`src/rtl/parity_pkg.sv`:
```
// Shared types and constants for the parity serial transmit controller.
package parity_pkg;

  typedef enum logic [1:0] {
    IDLE  = 2'd0,
    START = 2'd1,
    DATA  = 2'd2,
    STOP  = 2'd3
  } tx_state_t;

  localparam int DATA_W_DEF = 5;
  localparam int FRAME_W    = DATA_W_DEF + 1;

  // Counter width that stays legal when the count range collapses to one value.
  function automatic int clog2_min1(input int v);
    return (v > 1) ? $clog2(v) : 1;
  endfunction

endpackage

```
`src/rtl/even_parity.sv`:
```
// Combinational frame former: {data, parity}. Define PARITY_ODD_EN for odd parity.
module even_parity #(
  parameter int DATA_W = 5
) (
  input  logic [DATA_W-1:0] i_data,
  output logic [DATA_W:0]   o_frame
);

  logic w_par;

`ifdef PARITY_ODD_EN
  assign w_par = ~(^i_data);
`else
  assign w_par = ^i_data;
`endif

  assign o_frame = {i_data, w_par};

endmodule

```
`src/rtl/parity_tx_ctrl.sv`:
```
// Serial transmitter: start bit, {data, parity} MSB-first, stop bit, BIT_CYCLES clocks per bit.
// Parity sense selected by PARITY_ODD_EN (undefined: even parity).
module parity_tx_ctrl
  import parity_pkg::*;
#(
  parameter int DATA_W     = DATA_W_DEF,
  parameter int BIT_CYCLES = 4
) (
  input  logic              clk,
  input  logic              rst_n,
  input  logic              in_valid,
  input  logic [DATA_W-1:0] in_data,
  output logic              in_ready,
  output logic              tx_out,
  output logic              busy,
  output logic [DATA_W:0]   frame_out,
  output logic              done
);

  localparam int FW = DATA_W + 1;
  localparam int CW = clog2_min1(BIT_CYCLES);
  localparam int IW = clog2_min1(FW);
  localparam logic [CW-1:0] CNT_MAX = CW'(BIT_CYCLES - 1);
  localparam logic [IW-1:0] IDX_MSB = IW'(DATA_W);

  tx_state_t       r_state;
  logic [CW-1:0]   r_cnt;
  logic [IW-1:0]   r_idx;
  logic [DATA_W:0] r_frame;
  logic            r_tx;
  logic            r_ready;
  logic            r_busy;
  logic            r_done;

  logic [DATA_W:0] w_frame;
  logic [IW-1:0]   w_idx_dec;

  even_parity #(.DATA_W(DATA_W)) u_par (
    .i_data  (in_data),
    .o_frame (w_frame)
  );

  assign w_idx_dec = r_idx - IW'(1);

  always_ff @(posedge clk or negedge rst_n) begin
    if (!rst_n) begin
      r_state <= IDLE;
      r_cnt   <= '0;
      r_idx   <= '0;
      r_frame <= '0;
      r_tx    <= 1'b1;
      r_ready <= 1'b1;
      r_busy  <= 1'b0;
      r_done  <= 1'b0;
    end else begin
      r_done <= 1'b0;
      case (r_state)
        IDLE: begin
          if (in_valid && r_ready) begin
            r_frame <= w_frame;
            r_state <= START;
            r_cnt   <= CNT_MAX;
            r_tx    <= 1'b0;
            r_ready <= 1'b0;
            r_busy  <= 1'b1;
          end
        end
        START: begin
          if (r_cnt == '0) begin
            r_state <= DATA;
            r_idx   <= IDX_MSB;
            r_cnt   <= CNT_MAX;
            r_tx    <= r_frame[DATA_W];
          end else begin
            r_cnt <= r_cnt - CW'(1);
          end
        end
        DATA: begin
          if (r_cnt == '0) begin
            r_cnt <= CNT_MAX;
            if (r_idx == '0) begin
              r_state <= STOP;
              r_tx    <= 1'b1;
            end else begin
              r_idx <= w_idx_dec;
              r_tx  <= r_frame[w_idx_dec];
            end
          end else begin
            r_cnt <= r_cnt - CW'(1);
          end
        end
        STOP: begin
          // Done is raised on the edge back to IDLE so it coincides with in_ready rising.
          if (r_cnt == '0) begin
            r_state <= IDLE;
            r_done  <= 1'b1;
            r_ready <= 1'b1;
            r_busy  <= 1'b0;
          end else begin
            r_cnt <= r_cnt - CW'(1);
          end
        end
        default: r_state <= IDLE;
      endcase
    end
  end

  assign tx_out    = r_tx;
  assign in_ready  = r_ready;
  assign busy      = r_busy;
  assign frame_out = r_frame;
  assign done      = r_done;

endmodule

```
`config.mk`:
```
export PLATFORM = sky130hd
export DESIGN_NAME = parity_tx_ctrl
export DESIGN_NICKNAME = d
export VERILOG_FILES = /design/src/rtl/parity_pkg.sv /design/src/rtl/even_parity.sv /design/src/rtl/parity_tx_ctrl.sv
export SDC_FILE = /design/constraint.sdc
export NUM_CORES = 1
export LEC_CHECK = 0
export BUFFER_PORTS_ARGS = -buffer_cell sky130_fd_sc_hd__buf_2
export CORE_MARGIN = 4
export CORE_UTILIZATION = 55
export DETAILED_ROUTE_END_ITERATION = 10
export PLACE_DENSITY = 0.89
export SYNTH_ARGS = -nofsm -noshare
export SYNTH_HDL_FRONTEND = slang
export SYNTH_SLANG_ARGS = --single-unit
```
`constraint.sdc`:
```
create_clock -name clk -period 2.9 [get_ports clk]
set_input_delay 0.145 -clock clk [delete_from_list [all_inputs] [get_ports clk]]
set_output_delay 0.145 -clock clk [all_outputs]
set_load 0.005 [all_outputs]
```
==> results.txt, run 1 <==
row count -> 15
detailed-route DRC error count -> 0
Synth Area in Simple Gates -> 10.51%
PwrDens -> 1095 nW/µm²
Synth Area in Compound Gates -> 15.06%
post-synth net total -> 113
core area -> 1708 µm²
CP Capture Type -> flip-flop
Worst setup startpoint -> r_state[0]$_DFFE_PN0P_
CTS Buf Count -> 3
dpl cells -> 137
PnR Total Power -> 1245 µW
Worst EP arrival -> 2.11 ns
Bufs and invs on worst path -> 1
met2 usage -> 31.96%
gr busiest metal -> met2
register area -> 427.9 µm²
Clock power frac -> 10.0%
number of nets in the layout -> 135
Syn Inst Count -> 96
Die X -> 50.40 µm
htree depth -> 1
largest net degree at the start of global routing -> 18
crit-path max FO -> 8
# setup viols final -> 0
pre-CTS setup slack -> 1.045 ns
Synth Warn # -> 0
met1 global-route usage -> 19.39%
number of max-cap violations -> 0
full die area -> 2540 µm²
antenna viol nets, final -> 0
antenna cells -> 0
RR Startpoint -> r_state[0]$_DFFE_PN0P_
deepest clock path buffer count -> 2
Critical Path Max Stage Delay -> 0.43 ns
setup tns final -> 0 ns
Cell Int Power -> 718.8 µW
Switch Pwr -> 526.2 µW
largest family of logic cells by synthesized area -> compound AO/OA/AOI/OAI gates
CTS tree -> done
sequential share of power -> 34.8%
crit path max-delay cell type -> dfrtp_1
Crit path max-delay family -> compound AO/OA/AOI/OAI gates
multiplexer area fraction after synthesis -> 11.14%
CTS root buf -> clkbuf_4
area of the multi-input gates -> 519.2 µm²
status -> complete, no violations
mean area per synthesized cell -> 10.30 µm²
Setup Buffers After CTS -> 0
Hold Crit Start -> in_data[4]
dpl hpwl -> 1691 µm
gr usage total -> 17.63%
Fin. Hold Viols -> 0
# fillers -> 143
1st-pass router iterations -> 4
routed length per instance -> 15.16 µm
Setup WS post-layout -> 1.005 ns
Reg clk slew, reported paths -> 0.10 ns
Worst Setup Start Kind -> flip-flop
Final Routed Wirelength -> 2153 µm
initial DRC count -> 9
routability congestion estimate -> 0.9079
Rel. slew slack -> 72.12%
routed via count -> 793
worst-case vdd ir drop -> 0.0006994 V
RSZ-0062 raised after global routing -> false
GR Layer Usage met3 -> 3.858%
port bufs -> 17
Area Overhead vs Synth -> 15.06%
fmax -> 0.5277 GHz
Final Max Slew Viols -> 0
crit-path cells -> inv_1 > ha_1 > or2_1 > a211oi_1 > nand2_1 > o22ai_1
post-DR vias/cell -> 5.585
slew at the pin closest to its max-slew limit -> 0.4173 ns
vias in the first global route -> 760
Net Sw Frac -> 42.26%
Fin Hold WS -> 0.1115 ns
Synth Area in XOR/XNOR -> 4.430%
critical path class -> flip-flop to flip-flop
Non-Filler Instances -> 142
Min Clock Period, post-route -> 1.895 ns
Distinct cells, synth -> 33
Clock Sinks -> 17
skew final -> 0.004756 ns
antenna violations before repair -> 0
Lkg Pwr -> 0.0005496 µW
path type of the worst min-delay path -> primary input to flip-flop
Worst EP required -> 3.12 ns
Synth Area in Adders -> 11.39%
sequential fraction of the synthesis area -> 43.29%
I/O Pins -> 18
Clock Latency Late Sink -> 0.28 ns
share of cells above drive strength 1 -> 24.79%
Die Ht -> 50.40 µm
first-pass GRT wire length -> 3374 µm
GRT overflow -> 0
initial core utilization -> 57.88%
synthesized cell area -> 988.4 µm²
register bit total from synthesis -> 17
Logic pwr share -> 55.2%
Final Cycle Share -> 65.34%
==> synthesized netlist by cell type (all sizes together) <==
cell type | instances | area share [%]
or3 | 1 | 0.63
nor2b | 1 | 0.63
nand3 | 3 | 1.5
a22oi | 1 | 0.76
mux2 | 6 | 6.8
nand2b | 1 | 0.63
mux2i | 2 | 2.0
a211oi | 1 | 0.76
a32oi | 1 | 0.89
nand2 | 6 | 2.3
a22o | 1 | 0.89
xnor2 | 3 | 2.7
or2 | 1 | 0.63
xor2 | 2 | 1.8
clkbuf | 1 | 0.38
o21bai | 1 | 0.76
inv | 10 | 3.8
nor2 | 7 | 2.7
o22ai | 1 | 0.63
dfrtp | 15 | 38
nor4b | 1 | 0.89
a31oi | 1 | 0.63
mux4 | 1 | 2.3
ha | 9 | 11
and2 | 1 | 0.63
dfstp | 2 | 5.3
a21boi | 1 | 0.76
a211o | 1 | 0.89
o21ai | 6 | 3.0
o32a | 1 | 1.0
o211ai | 1 | 0.76
a21oi | 5 | 2.5
a21o | 1 | 0.76
==> cell type report <==
cell class | count | area share [%]
sequential | 17 | 37.62
tap | 25 | 2.750
clock buffer | 4 | 2.310
multi-input combinational | 68 | 45.65
inverter | 10 | 3.300
timing repair buffer | 18 | 8.361
==> final timing paths <==
path	to	slack, ns	depth (start not counted)
setup / recovery	tx_out$_DFFE_PN1P_	1.01	6
hold / removal	frame_out[5]$_DFFE_PN0P_	0.11	2
setup reg to reg	tx_out$_DFFE_PN1P_	1.01	6
hold reg to reg	tx_out$_DFFE_PN1P_	0.49	2
max in group asynchronous	in_ready$_DFFE_PN1P_	2.28	2
min in group asynchronous	frame_out[0]$_DFFE_PN0P_	0.31	2
==> per-layer routing <==
metal / up-vias / wire length [µm]
met5: - / 0
met2: 17 / 1168
met4: 0 / 12
met3: 2 / 85
li1: 379 / -
met1: 395 / 886
==> cell families after synthesis <==
group           Yosys count
mux                       9
simple gates             22
flops                    17
compound gates           23
fa+ha+maj                 9
xor+xnor                  5
buf+inv                  11
==> power by group through the flow <==
| stage | logic, µW | clock network [µW] | registers, µW |
|---|---|---|---|
| global placement | 628 | 0 | 429 |
| CTS | 683 | 128 | 433 |
| detailed placement | 679 | 0 | 438 |
| finish | 687 | 124 | 434 |
| floorplan | 481 | 0 | 424 |
| global route | 744 | 144 | 448 |
==> flip-flops by register name, indices dropped and copies added (netlist names) <==
signal and cells:
r_state 2, frame_out 6, r_cnt 2, busy 1, tx_out 1, done 1
in_ready 1, r_idx 3
==> repair_timing <==
item | CTS | global route
resized for setup | 0 | 0
setup endpoints to repair | 0 | 0
hold buffers | 1 | 0
hold endpoints to repair | 15 | 0
==> cell usage in the layout (no fill, tap or decap), types with 2 or more instances in the layout <==
master,n
buf_2,17
dfrtp_1,15
nand3_1,3
nand2_1,6
nor2_1,7
mux2i_1,2
xnor2_1,3
ha_1,9
xor2_1,2
clkbuf_4,3
dfstp_2,2
inv_1,10
o21ai_0,6
a21oi_1,5
mux2_2,6
==> through the flow <==
stage	util, %	area (µm²)
floorplan	-	988.4
CTS	66.59	1137
finish	66.59	1137
global route	66.59	1137
detailed placement	64.47	1101
global placement	64.47	1101
==> worst reg2reg max path, stage by stage, from the launching register on <==
cell and delay (ns):
dfrtp_1 0.43, inv_1 0.12, ha_1 0.33, or2_1 0.29, a211oi_1 0.40, nand2_1 0.12
o22ai_1 0.14
Power figures use the tool's default switching activity.
==> run 2, diff against run 1 <==
--- a/config.mk
+++ b/config.mk
@@ -7,9 +7,9 @@
 export LEC_CHECK = 0
 export BUFFER_PORTS_ARGS = -buffer_cell sky130_fd_sc_hd__buf_2
 export CORE_MARGIN = 4
-export CORE_UTILIZATION = 55
+export CORE_UTILIZATION = 53
 export DETAILED_ROUTE_END_ITERATION = 10
-export PLACE_DENSITY = 0.89
+export PLACE_DENSITY = 0.86
 export SYNTH_ARGS = -nofsm -noshare
 export SYNTH_HDL_FRONTEND = slang
 export SYNTH_SLANG_ARGS = --single-unit
==> constraint.sdc (replaced) <==
create_clock -name clk -period 1.9 [get_ports clk]
set_input_delay 0.095 -clock clk [delete_from_list [all_inputs] [get_ports clk]]
set_output_delay 0.095 -clock clk [all_outputs]
set_load 0.005 [all_outputs]
==> run 2 against run 1 <==
Flip-flop and latch count unchanged. Clock-buffer cell count stayed put. Critical path depth is the same. Worst hold slack got worse by 0.050 ns. Utilization decreased by 0.57 points. Total power rose by 51%. Setup slack worse by 0.85 ns. Non-clock buffer count is 2 higher. Via count fell by 3.2%. Die area rose by 3.2%. Largest cell class unchanged.
==> results.txt, run 2 (synthesis results as in run 1) <==
Setup Buffers After CTS -> 0
vias in the first global route -> 730
initial core utilization -> 56.63%
Fin Hold WS -> 0.06126 ns
cts repair resizes -> 0
PwrDens -> 1631 nW/µm²
Final Max Slew Viols -> 0
core area -> 1745 µm²
antenna viol nets, final -> 0
number of nets in the layout -> 137
1st-pass router iterations -> 4
dpl hpwl -> 1508 µm
Min Clock Period, post-route -> 1.750 ns
GRT overflow -> 0
Area Overhead vs Synth -> 16.58%
CTS Buf Count -> 3
Core Util, Final -> 66.02%
initial DRC count -> 14
critical path class -> flip-flop to flip-flop
Worst EP arrival -> 1.97 ns
routed via count -> 768
commonest non-fill, non-tap cell in the layout -> buf_2
Fin. Hold Viols -> 0
Die Ht -> 51.19 µm
I/O Pins -> 18
most frequent cells in the layout -> 17 x buf_2, 15 x dfrtp_1, 10 x inv_1, 9 x ha_1, 7 x nor2_1
largest net degree at the start of global routing -> 18
Worst EP required -> 2.12 ns
slew at the pin closest to its max-slew limit -> 0.3777 ns
fmax -> 0.5716 GHz
worst-case vdd ir drop -> 0.001065 V
Worst Setup Start Kind -> flip-flop
share of cells above drive strength 1 -> 26.05%
crit path max-delay cell type -> dfrtp_1
htree depth -> 1
# setup viols final -> 0
post-DR vias/cell -> 5.333
CTS tree -> done
CTS root buf -> clkbuf_4
port bufs -> 17
crit-path max FO -> 3
antenna violations before repair -> 0
PnR Total Power -> 1880 µW
Rel. slew slack -> 74.82%
Bufs and invs on worst path -> 1
path type of the worst min-delay path -> primary input to flip-flop
gr usage total -> 17.13%
routed length per instance -> 13.42 µm
Lkg Pwr -> 0.0005592 µW
setup tns final -> 0 ns
Die X -> 51.19 µm
Final Cycle Share -> 92.08%
crit-path cells -> inv_1 > ha_1 > mux4_2 > or3_1 > a32oi_1 > o22ai_1
antenna cells -> 0
Critical Path Max Stage Delay -> 0.40 ns
first-pass GRT wire length -> 3298 µm
status -> complete, no violations
Crit path max-delay family -> flip-flops
skew final -> 0.0009924 ns
routability congestion estimate -> 0.8239
row count -> 15
deepest clock path buffer count -> 2
full die area -> 2620 µm²
CP Capture Type -> flip-flop
max FFs per register -> 6
number of max-cap violations -> 0
Clock Sinks -> 17
CTS Hold Buffers Added -> 1
detailed-route DRC error count -> 0
RSZ-0062 raised after global routing -> false
Reg clk slew, reported paths -> 0.09 ns
Final Routed Wirelength -> 1933 µm
Clock Latency Late Sink -> 0.29 ns
run 2: routing by layer:
metal  global-route usage [%]  vias up  share of wire [%]
met5                        0        -                  0
met4                    8.072        0                1.9
met3                    3.499        5                4.5
met2                    26.39       17                 49
met1                    22.91      365                 45
li1                         -      381                  -
run 2: path summary, 6_finish.rpt:
kind | start | end | slack, ns | depth (start not counted)
max in group asynchronous | rst_n | in_ready$_DFFE_PN1P_ | 1.34 | 2
min in group asynchronous | rst_n | r_idx[2]$_DFFE_PN0P_ | 0.24 | 2
min | in_data[0] | frame_out[1]$_DFFE_PN0P_ | 0.06 | 2
max | r_idx[1]$_DFFE_PN0P_ | tx_out$_DFFE_PN1P_ | 0.15 | 6
min reg2reg | tx_out$_DFFE_PN1P_ | tx_out$_DFFE_PN1P_ | 0.51 | 2
max reg2reg | r_idx[1]$_DFFE_PN0P_ | tx_out$_DFFE_PN1P_ | 0.15 | 6
run 2: where the power goes:
part           leakage [µW]  switching [µW]  total, µW  internal (µW)
clock             0.0000150             107        188           81.7
sequential         0.000203             121        646            526
combinational      0.000341             531       1040            514
run 2: layout make-up:
type	instances	area [µm²]
Clock buffer	4	26.28
Fill cell	148	593.1
Inverter	10	37.54
Multi-Input combinational cell	68	519.2
Sequential cell	17	427.9
Tap cell	25	31.28
Timing Repair Buffer	20	110.1
run 2: metrics by stage:
step	instances	setup WS (ns)	cell area, µm²
after global placement	139	0.2221	1116
after CTS	144	0.1439	1152
after global routing	144	0.04484	1152
after floorplan	96	0.1509	988.4
after detailed placement	139	0.1662	1116
final	144	0.1504	1152
==> run 3, diff against run 2 <==
--- a/config.mk
+++ b/config.mk
@@ -8,8 +8,10 @@
 export BUFFER_PORTS_ARGS = -buffer_cell sky130_fd_sc_hd__buf_2
 export CORE_MARGIN = 4
 export CORE_UTILIZATION = 53
+export CTS_CLUSTER_SIZE = 14
 export DETAILED_ROUTE_END_ITERATION = 10
 export PLACE_DENSITY = 0.86
+export SLEW_MARGIN = 30
 export SYNTH_ARGS = -nofsm -noshare
 export SYNTH_HDL_FRONTEND = slang
 export SYNTH_SLANG_ARGS = --single-unit
==> constraint.sdc (replaced) <==
create_clock -name clk -period 1.7 [get_ports clk]
set_input_delay 0.085 -clock clk [delete_from_list [all_inputs] [get_ports clk]]
set_output_delay 0.085 -clock clk [all_outputs]
set_load 0.005 [all_outputs]
==> run 3 against run 2 <==
Clock-buffer cell count is the same. Global-route usage grew 1.4 points. Clock power grew 13%. Largest cell class unchanged. Highest routed layer unchanged.
==> results.txt, run 3 (synthesis results as in run 1) <==
status -> complete, no violations
antenna viol nets, final -> 0
skew final -> 0.0005820 ns
htree depth -> 1
path type of the worst min-delay path -> primary input to flip-flop
# setup viols final -> 0
Area Overhead vs Synth -> 23.42%
Final Instance Area -> 1220 µm²
Die X -> 51.19 µm
Worst Setup Start Kind -> flip-flop
slew at the pin closest to its max-slew limit -> 0.3714 ns
share of cells above drive strength 1 -> 33.87%
CTS tree -> done
CTS root buf -> clkbuf_4
Core Util, Final -> 69.89%
commonest non-fill, non-tap cell in the layout -> buf_2
number of nets in the layout -> 142
Fin Hold WS -> 0.05889 ns
vias in the first global route -> 859
initial DRC count -> 8
Reg clk slew, reported paths -> 0.09 ns
# fillers -> 147
I/O Pins -> 18
Setup WS post-layout -> 0.007034 ns
fmax -> 0.5907 GHz
crit path max-delay cell type -> dfrtp_1
dpl hpwl -> 1575 µm
1st-pass router iterations -> 4
gr usage total -> 18.50%
Bufs and invs on worst path -> 1
max FFs per register -> 6
PwrDens -> 1849 nW/µm²
CTS Buf Count -> 3
antenna cells -> 0
initial core utilization -> 56.63%
row count -> 15
Fin. Hold Viols -> 0
setup tns final -> 0 ns
RSZ-0062 raised after global routing -> true
antenna violations before repair -> 0
largest net degree at the start of global routing -> 18
post-DR vias/cell -> 5.362
GRT overflow -> 0
Min Clock Period, post-route -> 1.693 ns
Final Cycle Share -> 99.59%
CP Capture Type -> flip-flop
Lkg Pwr -> 0.0005821 µW
Worst EP arrival -> 1.91 ns
most frequent cells in the layout -> 17 x buf_2, 15 x dfrtp_1, 9 x inv_1, 7 x nor2_1
first-pass GRT wire length -> 3691 µm
Worst EP required -> 1.91 ns
Clock Sinks -> 17
crit-path max FO -> 3
Die Ht -> 51.19 µm
Critical Path Max Stage Delay -> 0.42 ns
Placement Cell Area -> 1159 µm²
pre-CTS setup slack -> -0.06639 ns
detailed-route DRC error count -> 0
routed via count -> 799
Final Max Slew Viols -> 0
Crit path max-delay family -> flip-flops
Clock Latency Late Sink -> 0.28 ns
routability congestion estimate -> 0.8348
register area -> 427.9 µm²
Rel. slew slack -> 75.24%
worst-case vdd ir drop -> 0.001241 V
core area -> 1745 µm²
routed length per instance -> 13.76 µm
port bufs -> 17
Final Routed Wirelength -> 2050 µm
area of the multi-input gates -> 545.5 µm²
critical path class -> flip-flop to flip-flop
deepest clock path buffer count -> 2
full die area -> 2620 µm²
number of max-cap violations -> 0
crit-path cells -> inv_2 > ha_4 > mux4_2 > or3_1 > a32oi_1 > o22ai_1
-- run 3: through the flow --
step                instances  total power [µW]
CTS                       149              2228
finish                    149              2256
detailed placement        143              1993
floorplan                  96              1568
global placement          143              1936
global route              149              2483
-- run 3: timing repair --
item / 4_1_cts / 5_1_grt
resized for setup: 0 / 5
pin swaps: 3 / 2
setup buffers: 1 / 0
endpoints found under the setup margin: 1 / 9
hold buffers: 1 / 0
endpoints found under the hold margin: 15 / 0
-- run 3: cell type report --
type                    count  area share (%)
multi-input cells          68           44.72
flip-flops and latches     17           35.08
repair buffers             25           12.41
inverters                  10           3.077
well taps                  25           2.564
clock buffers               4           2.154
-- run 3: power breakdown --
group	internal (µW)	switching, µW	total, µW	leakage, µW
sequential	587	147	735	0.000203
clock	91.0	121	212	0.0000150
combinational	676	632	1310	0.000364
total	1350	901	2260	0.000582
-- run 3: metal layers --
| layer | wire length [µm] | GRT usage, % | vias to the layer above |
|---|---|---|---|
| li1 | - | - | 393 |
| met1 | 949 | 24.21 | 387 |
| met2 | 1028 | 31.12 | 15 |
| met3 | 49 | 2.915 | 4 |
| met4 | 23 | 5.830 | 0 |
| met5 | 0 | 0 | - |
-- run 3: worst reg2reg max path: cells and delay by family, from the launching register on --
kind	cells	cell delay (ns)
compound gates	2	0.29
mux	1	0.27
buf+inv	1	0.07
simple gates	1	0.31
flops	1	0.42
fa+ha+maj	1	0.26
-- run 3: final timing paths --
path / start / endpoint / slack [ns] / cells past startpoint
max reg2reg: r_idx[0]$_DFFE_PN0P_ / tx_out$_DFFE_PN1P_ / 0.007 / 6
min reg2reg: tx_out$_DFFE_PN1P_ / tx_out$_DFFE_PN1P_ / 0.50 / 2
max in group asynchronous: rst_n / in_ready$_DFFE_PN1P_ / 1.15 / 2
max: r_idx[0]$_DFFE_PN0P_ / tx_out$_DFFE_PN1P_ / 0.007 / 6
min: in_data[4] / frame_out[5]$_DFFE_PN0P_ / 0.06 / 2
min in group asynchronous: rst_n / done$_DFF_PN0_ / 0.24 / 2
